===== src/rtl/hsl_share_arb_pkg.sv =====
// hsl_arb_pkg: shared types and constants for the HSL converter arbiter.
// Pixel/result words are {R,G,B} and {H,S,L}, 8 bits each, MSB first.
package hsl_arb_pkg;

  localparam int   HSL_LATENCY = 23;
  localparam logic REQ_ID_0    = 1'b0;
  localparam logic REQ_ID_1    = 1'b1;

  typedef logic [23:0] rgb_t;
  typedef logic [23:0] hsl_t;

  typedef struct packed {
    logic vld;
    logic id;
  } tag_t;

  typedef enum logic {
    OWN0 = 1'b0,
    OWN1 = 1'b1
  } own_e;

  function automatic own_e own_flip(own_e o);
    return (o == OWN0) ? OWN1 : OWN0;
  endfunction

endpackage


===== src/rtl/hsl_share_arb_if.sv =====
// hsl_share_arb_if: requester, converter and result signals of the arbiter.
// slave is the arbiter side, master is the environment side.
interface hsl_share_arb_if;
  import hsl_arb_pkg::*;

  logic req0_valid;
  rgb_t req0_rgb;
  logic req0_ready;
  logic req1_valid;
  rgb_t req1_rgb;
  logic req1_ready;
  logic pause;

  logic       conv_en;
  logic [7:0] conv_r;
  logic [7:0] conv_g;
  logic [7:0] conv_b;
  logic       conv_hsl_en;
  logic [7:0] conv_h;
  logic [7:0] conv_s;
  logic [7:0] conv_l;

  logic out0_valid;
  hsl_t out0_hsl;
  logic out1_valid;
  hsl_t out1_hsl;
  logic idle;
  logic err;

  modport slave (
    input  req0_valid, req0_rgb,
    input  req1_valid, req1_rgb,
    input  pause,
    input  conv_hsl_en, conv_h, conv_s, conv_l,
    output req0_ready, req1_ready,
    output conv_en, conv_r, conv_g, conv_b,
    output out0_valid, out0_hsl,
    output out1_valid, out1_hsl,
    output idle, err
  );

  modport master (
    output req0_valid, req0_rgb,
    output req1_valid, req1_rgb,
    output pause,
    output conv_hsl_en, conv_h, conv_s, conv_l,
    input  req0_ready, req1_ready,
    input  conv_en, conv_r, conv_g, conv_b,
    input  out0_valid, out0_hsl,
    input  out1_valid, out1_hsl,
    input  idle, err
  );

endinterface


===== src/rtl/hsl_share_arb_tag.sv =====
// hsl_tag_pipe: delays issue tags so the tail lines up with the converter
// result strobe; stage 0 mirrors conv_en, the tail is LATENCY cycles later.
module hsl_tag_pipe
  import hsl_arb_pkg::*;
#(
  parameter int LATENCY = HSL_LATENCY
) (
  input  logic clk,
  input  logic rst_n,
  input  tag_t tag_in,
  output tag_t tail,
  output logic any_valid
);

  tag_t stage [LATENCY+1];

  always_ff @(posedge clk or negedge rst_n) begin
    if (!rst_n) begin
      for (int i = 0; i <= LATENCY; i++)
        stage[i] <= '0;
    end else begin
      stage[0] <= tag_in;
      for (int i = 1; i <= LATENCY; i++)
        stage[i] <= stage[i-1];
    end
  end

  always_comb begin
    any_valid = 1'b0;
    for (int i = 0; i <= LATENCY; i++)
      any_valid = any_valid | stage[i].vld;
  end

  assign tail = stage[LATENCY];

endmodule


===== src/rtl/hsl_share_arb.sv =====
// hsl_share_arb: shares one RGB->HSL converter between two requesters with
// burst-limited round-robin issue and tag-steered result return.
module hsl_share_arb
  import hsl_arb_pkg::*;
#(
  parameter int LATENCY = HSL_LATENCY,
  parameter int BURST   = 16
) (
  input logic            clk,
  input logic            rst_n,
  hsl_share_arb_if.slave bus
);

  localparam int         GW      = $clog2(LATENCY + 1);
  localparam logic [7:0] BURST_C = 8'(BURST);

  own_e       state;
  own_e       state_nxt;
  logic [7:0] burst_cnt;
  logic [7:0] cnt_nxt;

  logic own_v;
  logic oth_v;
  logic g_own;
  logic g_oth;
  logic gnt0;
  logic gnt1;
  logic gnt_any;

  logic conv_en_q;
  rgb_t conv_rgb_q;

  tag_t tag_in;
  tag_t tail;
  logic any_valid;

  logic [GW-1:0] guard_cnt;
  logic          guard;
  logic          hit;
  logic          mis;
  hsl_t          res;

  logic out0_v;
  logic out1_v;
  hsl_t out0_q;
  hsl_t out1_q;
  logic err_q;

  always_ff @(posedge clk or negedge rst_n) begin
    if (!rst_n) begin
      state     <= OWN0;
      burst_cnt <= '0;
    end else begin
      state     <= state_nxt;
      burst_cnt <= cnt_nxt;
    end
  end

  always_comb begin
    state_nxt = state;
    cnt_nxt   = burst_cnt;
    unique case (1'b1)
      g_oth: begin
        state_nxt = own_flip(state);
        cnt_nxt   = 8'd1;
      end
      g_own: begin
        cnt_nxt = (burst_cnt < BURST_C) ?
                  burst_cnt + 8'd1 : BURST_C;
      end
      default: ;
    endcase
  end

  // The current owner keeps the port until its burst is spent while the
  // other side waits; an idle owner hands over immediately.
  always_comb begin
    own_v = (state == OWN1) ? bus.req1_valid
                            : bus.req0_valid;
    oth_v = (state == OWN1) ? bus.req0_valid
                            : bus.req1_valid;
    g_own = !bus.pause && own_v &&
            (!oth_v || (burst_cnt < BURST_C));
    g_oth = !bus.pause && oth_v && !g_own;
    gnt0  = (state == OWN0) ? g_own : g_oth;
    gnt1  = (state == OWN1) ? g_own : g_oth;
  end

  assign gnt_any = gnt0 | gnt1;
  assign bus.req0_ready = gnt0;
  assign bus.req1_ready = gnt1;

  always_ff @(posedge clk or negedge rst_n) begin
    if (!rst_n) begin
      conv_en_q  <= 1'b0;
      conv_rgb_q <= '0;
    end else begin
      conv_en_q <= gnt_any;
      if (gnt_any)
        conv_rgb_q <= gnt1 ? bus.req1_rgb
                           : bus.req0_rgb;
    end
  end

  assign bus.conv_en = conv_en_q;
  assign bus.conv_r  = conv_rgb_q[23:16];
  assign bus.conv_g  = conv_rgb_q[15:8];
  assign bus.conv_b  = conv_rgb_q[7:0];

  assign tag_in = '{vld: gnt_any,
                    id:  gnt1 ? REQ_ID_1 : REQ_ID_0};

  hsl_tag_pipe #(
    .LATENCY (LATENCY)
  ) u_tag (
    .clk       (clk),
    .rst_n     (rst_n),
    .tag_in    (tag_in),
    .tail      (tail),
    .any_valid (any_valid)
  );

  // Stale converter output may still arrive right after reset.
  always_ff @(posedge clk or negedge rst_n) begin
    if (!rst_n)
      guard_cnt <= GW'(LATENCY);
    else if (guard_cnt != '0)
      guard_cnt <= guard_cnt - GW'(1);
  end

  assign guard = (guard_cnt != '0);
  assign hit   = !guard && tail.vld && bus.conv_hsl_en;
  assign mis   = !guard && (tail.vld != bus.conv_hsl_en);
  assign res   = {bus.conv_h, bus.conv_s, bus.conv_l};

  always_ff @(posedge clk or negedge rst_n) begin
    if (!rst_n) begin
      out0_v <= 1'b0;
      out1_v <= 1'b0;
      out0_q <= '0;
      out1_q <= '0;
      err_q  <= 1'b0;
    end else begin
      out0_v <= hit && (tail.id == REQ_ID_0);
      out1_v <= hit && (tail.id == REQ_ID_1);
      if (hit && (tail.id == REQ_ID_0))
        out0_q <= res;
      if (hit && (tail.id == REQ_ID_1))
        out1_q <= res;
      if (mis)
        err_q <= 1'b1;
    end
  end

  assign bus.out0_valid = out0_v;
  assign bus.out1_valid = out1_v;
  assign bus.out0_hsl   = out0_q;
  assign bus.out1_hsl   = out1_q;
  assign bus.err        = err_q;
  assign bus.idle       = !conv_en_q && !any_valid;

endmodule


===== src/flat_wrapper.sv =====
// flat-port wrapper written by rule: the top's interface ports become plain ports
module hsl_share_arb_flat import hsl_arb_pkg::*;
#(
  parameter int LATENCY = HSL_LATENCY,
  parameter int BURST   = 16
)
  (clk, rst_n, bus_req0_valid, bus_req0_rgb, bus_req1_valid, bus_req1_rgb, bus_pause, bus_conv_hsl_en, bus_conv_h, bus_conv_s, bus_conv_l, bus_req0_ready, bus_req1_ready, bus_conv_en, bus_conv_r, bus_conv_g, bus_conv_b, bus_out0_valid, bus_out0_hsl, bus_out1_valid, bus_out1_hsl, bus_idle, bus_err);
  hsl_share_arb_if bus_i ();
  input logic clk;
  input logic rst_n;
  input wire logic [$bits(bus_i.req0_valid)-1:0] bus_req0_valid;
  input wire logic [$bits(bus_i.req0_rgb)-1:0] bus_req0_rgb;
  input wire logic [$bits(bus_i.req1_valid)-1:0] bus_req1_valid;
  input wire logic [$bits(bus_i.req1_rgb)-1:0] bus_req1_rgb;
  input wire logic [$bits(bus_i.pause)-1:0] bus_pause;
  input wire logic [$bits(bus_i.conv_hsl_en)-1:0] bus_conv_hsl_en;
  input wire logic [$bits(bus_i.conv_h)-1:0] bus_conv_h;
  input wire logic [$bits(bus_i.conv_s)-1:0] bus_conv_s;
  input wire logic [$bits(bus_i.conv_l)-1:0] bus_conv_l;
  output wire logic [$bits(bus_i.req0_ready)-1:0] bus_req0_ready;
  output wire logic [$bits(bus_i.req1_ready)-1:0] bus_req1_ready;
  output wire logic [$bits(bus_i.conv_en)-1:0] bus_conv_en;
  output wire logic [$bits(bus_i.conv_r)-1:0] bus_conv_r;
  output wire logic [$bits(bus_i.conv_g)-1:0] bus_conv_g;
  output wire logic [$bits(bus_i.conv_b)-1:0] bus_conv_b;
  output wire logic [$bits(bus_i.out0_valid)-1:0] bus_out0_valid;
  output wire logic [$bits(bus_i.out0_hsl)-1:0] bus_out0_hsl;
  output wire logic [$bits(bus_i.out1_valid)-1:0] bus_out1_valid;
  output wire logic [$bits(bus_i.out1_hsl)-1:0] bus_out1_hsl;
  output wire logic [$bits(bus_i.idle)-1:0] bus_idle;
  output wire logic [$bits(bus_i.err)-1:0] bus_err;
  assign bus_i.req0_valid = bus_req0_valid;
  assign bus_i.req0_rgb = bus_req0_rgb;
  assign bus_i.req1_valid = bus_req1_valid;
  assign bus_i.req1_rgb = bus_req1_rgb;
  assign bus_i.pause = bus_pause;
  assign bus_i.conv_hsl_en = bus_conv_hsl_en;
  assign bus_i.conv_h = bus_conv_h;
  assign bus_i.conv_s = bus_conv_s;
  assign bus_i.conv_l = bus_conv_l;
  assign bus_req0_ready = bus_i.req0_ready;
  assign bus_req1_ready = bus_i.req1_ready;
  assign bus_conv_en = bus_i.conv_en;
  assign bus_conv_r = bus_i.conv_r;
  assign bus_conv_g = bus_i.conv_g;
  assign bus_conv_b = bus_i.conv_b;
  assign bus_out0_valid = bus_i.out0_valid;
  assign bus_out0_hsl = bus_i.out0_hsl;
  assign bus_out1_valid = bus_i.out1_valid;
  assign bus_out1_hsl = bus_i.out1_hsl;
  assign bus_idle = bus_i.idle;
  assign bus_err = bus_i.err;
  hsl_share_arb #(.LATENCY(LATENCY), .BURST(BURST)) u_core (.clk(clk), .rst_n(rst_n), .bus(bus_i));
endmodule

===== config.mk =====
export PLATFORM = sky130hd
export DESIGN_NAME = hsl_share_arb_flat
export DESIGN_NICKNAME = d
export VERILOG_FILES = /design/src/rtl/hsl_share_arb_pkg.sv /design/src/rtl/hsl_share_arb_if.sv /design/src/rtl/hsl_share_arb_tag.sv /design/src/rtl/hsl_share_arb.sv /design/src/flat_wrapper.sv
export SDC_FILE = /design/constraint.sdc
export NUM_CORES = 1
export LEC_CHECK = 0
export BUFFER_PORTS_ARGS = -buffer_cell sky130_fd_sc_hd__buf_2
export CORE_MARGIN = 4
export CORE_UTILIZATION = 54
export CTS_CLUSTER_DIAMETER = 150
export CTS_CLUSTER_SIZE = 40
export DETAILED_ROUTE_END_ITERATION = 7
export PLACE_DENSITY_LB_ADDON = 0.1
export SYNTH_ARGS = -nofsm -noshare
export SYNTH_HDL_FRONTEND = slang
export SYNTH_SLANG_ARGS = --single-unit
export TNS_END_PERCENT = 100

===== constraint.sdc =====
create_clock -name clk -period 2.3 [get_ports clk]
set_input_delay 0.115 -clock clk [delete_from_list [all_inputs] [get_ports clk]]
set_output_delay 0.115 -clock clk [all_outputs]
set_load 0.02 [all_outputs]

==> flow_summary.toml <==
[status]
outcome = "finished, final reports clean"

[pwr]
irDropWorstVdd_uv = 418
p_leak_nw = 4.12
power_mw = 7.45
power_density_nw_per_um2 = 886

[synthesis]
syn_area_um2 = 6390
synth_edf_count = 0
synth-seq-cells = 137
ys_seq_area_frac = 0.537
yosys.cell_types.count = 47
syn_area_per_cell_um2 = 13.0
ys_async_sr_fraction = 1.00
yosys_warnings = 0
synthesis.nets = 573
synthFlopType = "dfrtp_1"
synth_cells = 493

[sta]
fmax_ghz = 0.469
fin_ws_ps = 168
fin_crit_ps = 2130
worst_slew_pin_slew_ps = 1180
report.final.slew_viol_count = 0
max_slew_margin = 0.211
rsz0062_at_grt = "no"
finClkSkew_ps = 8.53
finalHoldViolCount = 0
fin_hold_ws_ps = 95.0
fin_tns_setup_ps = 0
setup_viol = 0
min_period_over_period = 0.927

[setup_path]
rr_endpoint = "u_core.bus.out0_hsl[2]$_DFFE_PN0P_"
crit_type = "register to output pin"
startpoint = "u_core.burst_cnt[4]$_DFFE_PN0P_"
required_ps = 2180
end_kind = "output pin"
arrival_ps = 2020
r2r_setup_slack_ps = 250
crit_end = "bus_req1_ready"
r2r-start = "u_core.guard_cnt[1]$_DFFE_PN1P_"
rr_worst_depth = 6
crit_fanout = 8
critPathLaunchType = "register"

[drt]
drcViolationCount = 0
vias = 4684
viasPerCell = 5.57
final_antenna_net_count = 0
drt_first_iter_violations = 346
drtPass1Iterations = 4
wirelength_um = 15100
wl_per_cell_um = 17.9

[run]
cap_violations = 0

[hold_path]
hp-class = "primary input to register"

[clock_network]
clk_latency_ps = 420
cts.path.max_buffers = 2
cts_tree = "done"
clockRootBuffer = "clkbuf_16"
h-tree-depth = 4
cts_buffers = 17
path_clk_slew_ps = 60
cts_num_sinks = 137

[global_route]
antenna_found_initial = 0
grt_pass1_vias = 4799
overflow = 0
grt_usage = 0.233
grt_pass1_wl_um = 24700
grt_max_degree = 58

[floorplanning]
die_y_um = 117
core_um2 = 11500
fp-row-count = 39
chipWidth_um = 117
ios = 157
die_area_um2 = 13600
initial_core_util = 0.555

[finish]
fin_util = 0.730
diodes = 0
drive_gt1_frac = 0.375
n_fill_cell = 790
fin_nets = 766
areaGrowthSynthToFinish_pct = 31.5

[placed_design]
pre_cts_ws_ps = 219
dp_hpwl_um = 9360
place_congestion = 0.757
portBuffers = 156
-- state kept, by name, summed over array words and instances, names as in the netlist --
name,flops
u_core.bus.conv_en,1
u_core.bus.out0_hsl,24
u_core.bus.err,1
u_core.state,1
u_core.u_tag.stage,45
u_core.bus.out0_valid,1
u_core.burst_cnt,8
u_core.bus.out1_hsl,24
u_core.conv_rgb_q,24
u_core.u_tag.tail,2
u_core.guard_cnt,5
u_core.bus.out1_valid,1
-- cell type report --
cell class | count | area [µm²] | area share
Sequential cell | 137 | 3430 | 0.408
Multi-Input combinational cell | 306 | 2710 | 0.322
Timing Repair Buffer | 219 | 1460 | 0.173
Clock buffer | 21 | 470 | 0.0560
Tap cell | 143 | 179 | 0.0213
Clock inverter | 10 | 141 | 0.0168
Inverter | 5 | 18.8 | 0.00223
-- where the power goes --
group | total, mW | leakage [nW] | switching, mW | internal (mW)
combinational | 1.64 | 2.14 | 0.880 | 0.756
sequential | 3.02 | 1.69 | 0.239 | 2.78
clock | 2.79 | 0.296 | 1.00 | 1.79
-- what timing repair did --
action                                  in CTS  in global routing
endpoints found under the hold margin      125                  0
hold buffers                                49                  0
resized for setup                            0                  1
setup buffers                                0                  0
endpoints found under the setup margin       0                  2
-- how the worst min path moves through the flow --
stage                                    endpoint  slack (ps)             from  cells past startpoint
2_1_floorplan     u_core.burst_cnt[0]$_DFFE_PN0P_        -180            rst_n                      0
3_3_place_gp     u_core.u_tag.stage[42]$_DFF_PN0_         110            rst_n                      1
3_5_place_dp   u_core.bus.out1_hsl[5]$_DFFE_PN0P_         110            rst_n                      1
4_1_cts          u_core.u_tag.stage[46]$_DFF_PN0_          70   bus_req1_valid                      3
5_1_grt                u_core.bus.err$_DFFE_PN0P_          90  bus_conv_hsl_en                      3
6_report               u_core.bus.err$_DFFE_PN0P_          90  bus_conv_hsl_en                      3
-- layout by cell type, fill, tap and decap left out, drive strengths merged, types with 3 or more instances in the layout --
cell           n
buf          170
dfrtp        133
dlygate4sd3   49
mux2          48
nor2b         32
mux2i         29
nand2         27
and4b         25
o211ai        25
nor4bb        24
and2          24
a221oi        24
clkbuf        21
nor4           7
inv            7
nor2           5
xnor2          4
dfstp          4
nor3           3
bufinv         3
clkinv         3
-- worst max-delay path, stage by stage (launching register included) --
cell and delay [ps]:
dfrtp_1 420, nor4_4 430, mux2i_2 280, buf_4 200
nor3_1 70, buf_2 200
-- per-stage QoR --
stage / instance area (µm²) / instances
CTS: 8400 / 841
global route: 8410 / 841
detailed placement: 7300 / 761
floorplan: 6390 / 493
finish: 8410 / 841
global placement: 7300 / 761
-- cells in the mapped netlist (all sizes together), types with 3 or more instances --
cell | count | area [µm²]
and2 | 24 | 150
nor4bb | 24 | 240
nor3 | 3 | 15.0
nor2 | 5 | 18.8
mux2i | 29 | 290
nand2 | 27 | 101
clkbuf | 31 | 118
dfstp | 4 | 105
a221oi | 24 | 210
inv | 5 | 18.8
mux2 | 48 | 683
o211ai | 25 | 188
nor4 | 7 | 43.8
and4b | 25 | 250
xnor2 | 4 | 35.0
dfrtp | 133 | 3330
nor2b | 32 | 200
buf | 14 | 141
-- routing by layer --
metal | GRT usage | wire length [µm] | up-vias
met3 | 0.0725 | 995 | 13
met2 | 0.369 | 7440 | 149
met4 | 0.0933 | 163 | 0
met1 | 0.301 | 6490 | 2311
met5 | 0 | 0 | -
li1 | - | - | 2211
-- cells by family (layout without fill, tap and decap cells) --
group	Yosys count	after routing	share of synthesized area
DFF	137	137	0.537
muxes	77	77	0.152
buffers and inverters	50	255	0.0435
AOI/OAI and AO/OA	64	64	0.0824
xor gates and xnor gates	5	5	0.00685
adders and majority gates	2	2	0.00391
and+or+nand+nor	158	158	0.174
Note: power is estimated with default switching activity, not from simulation.
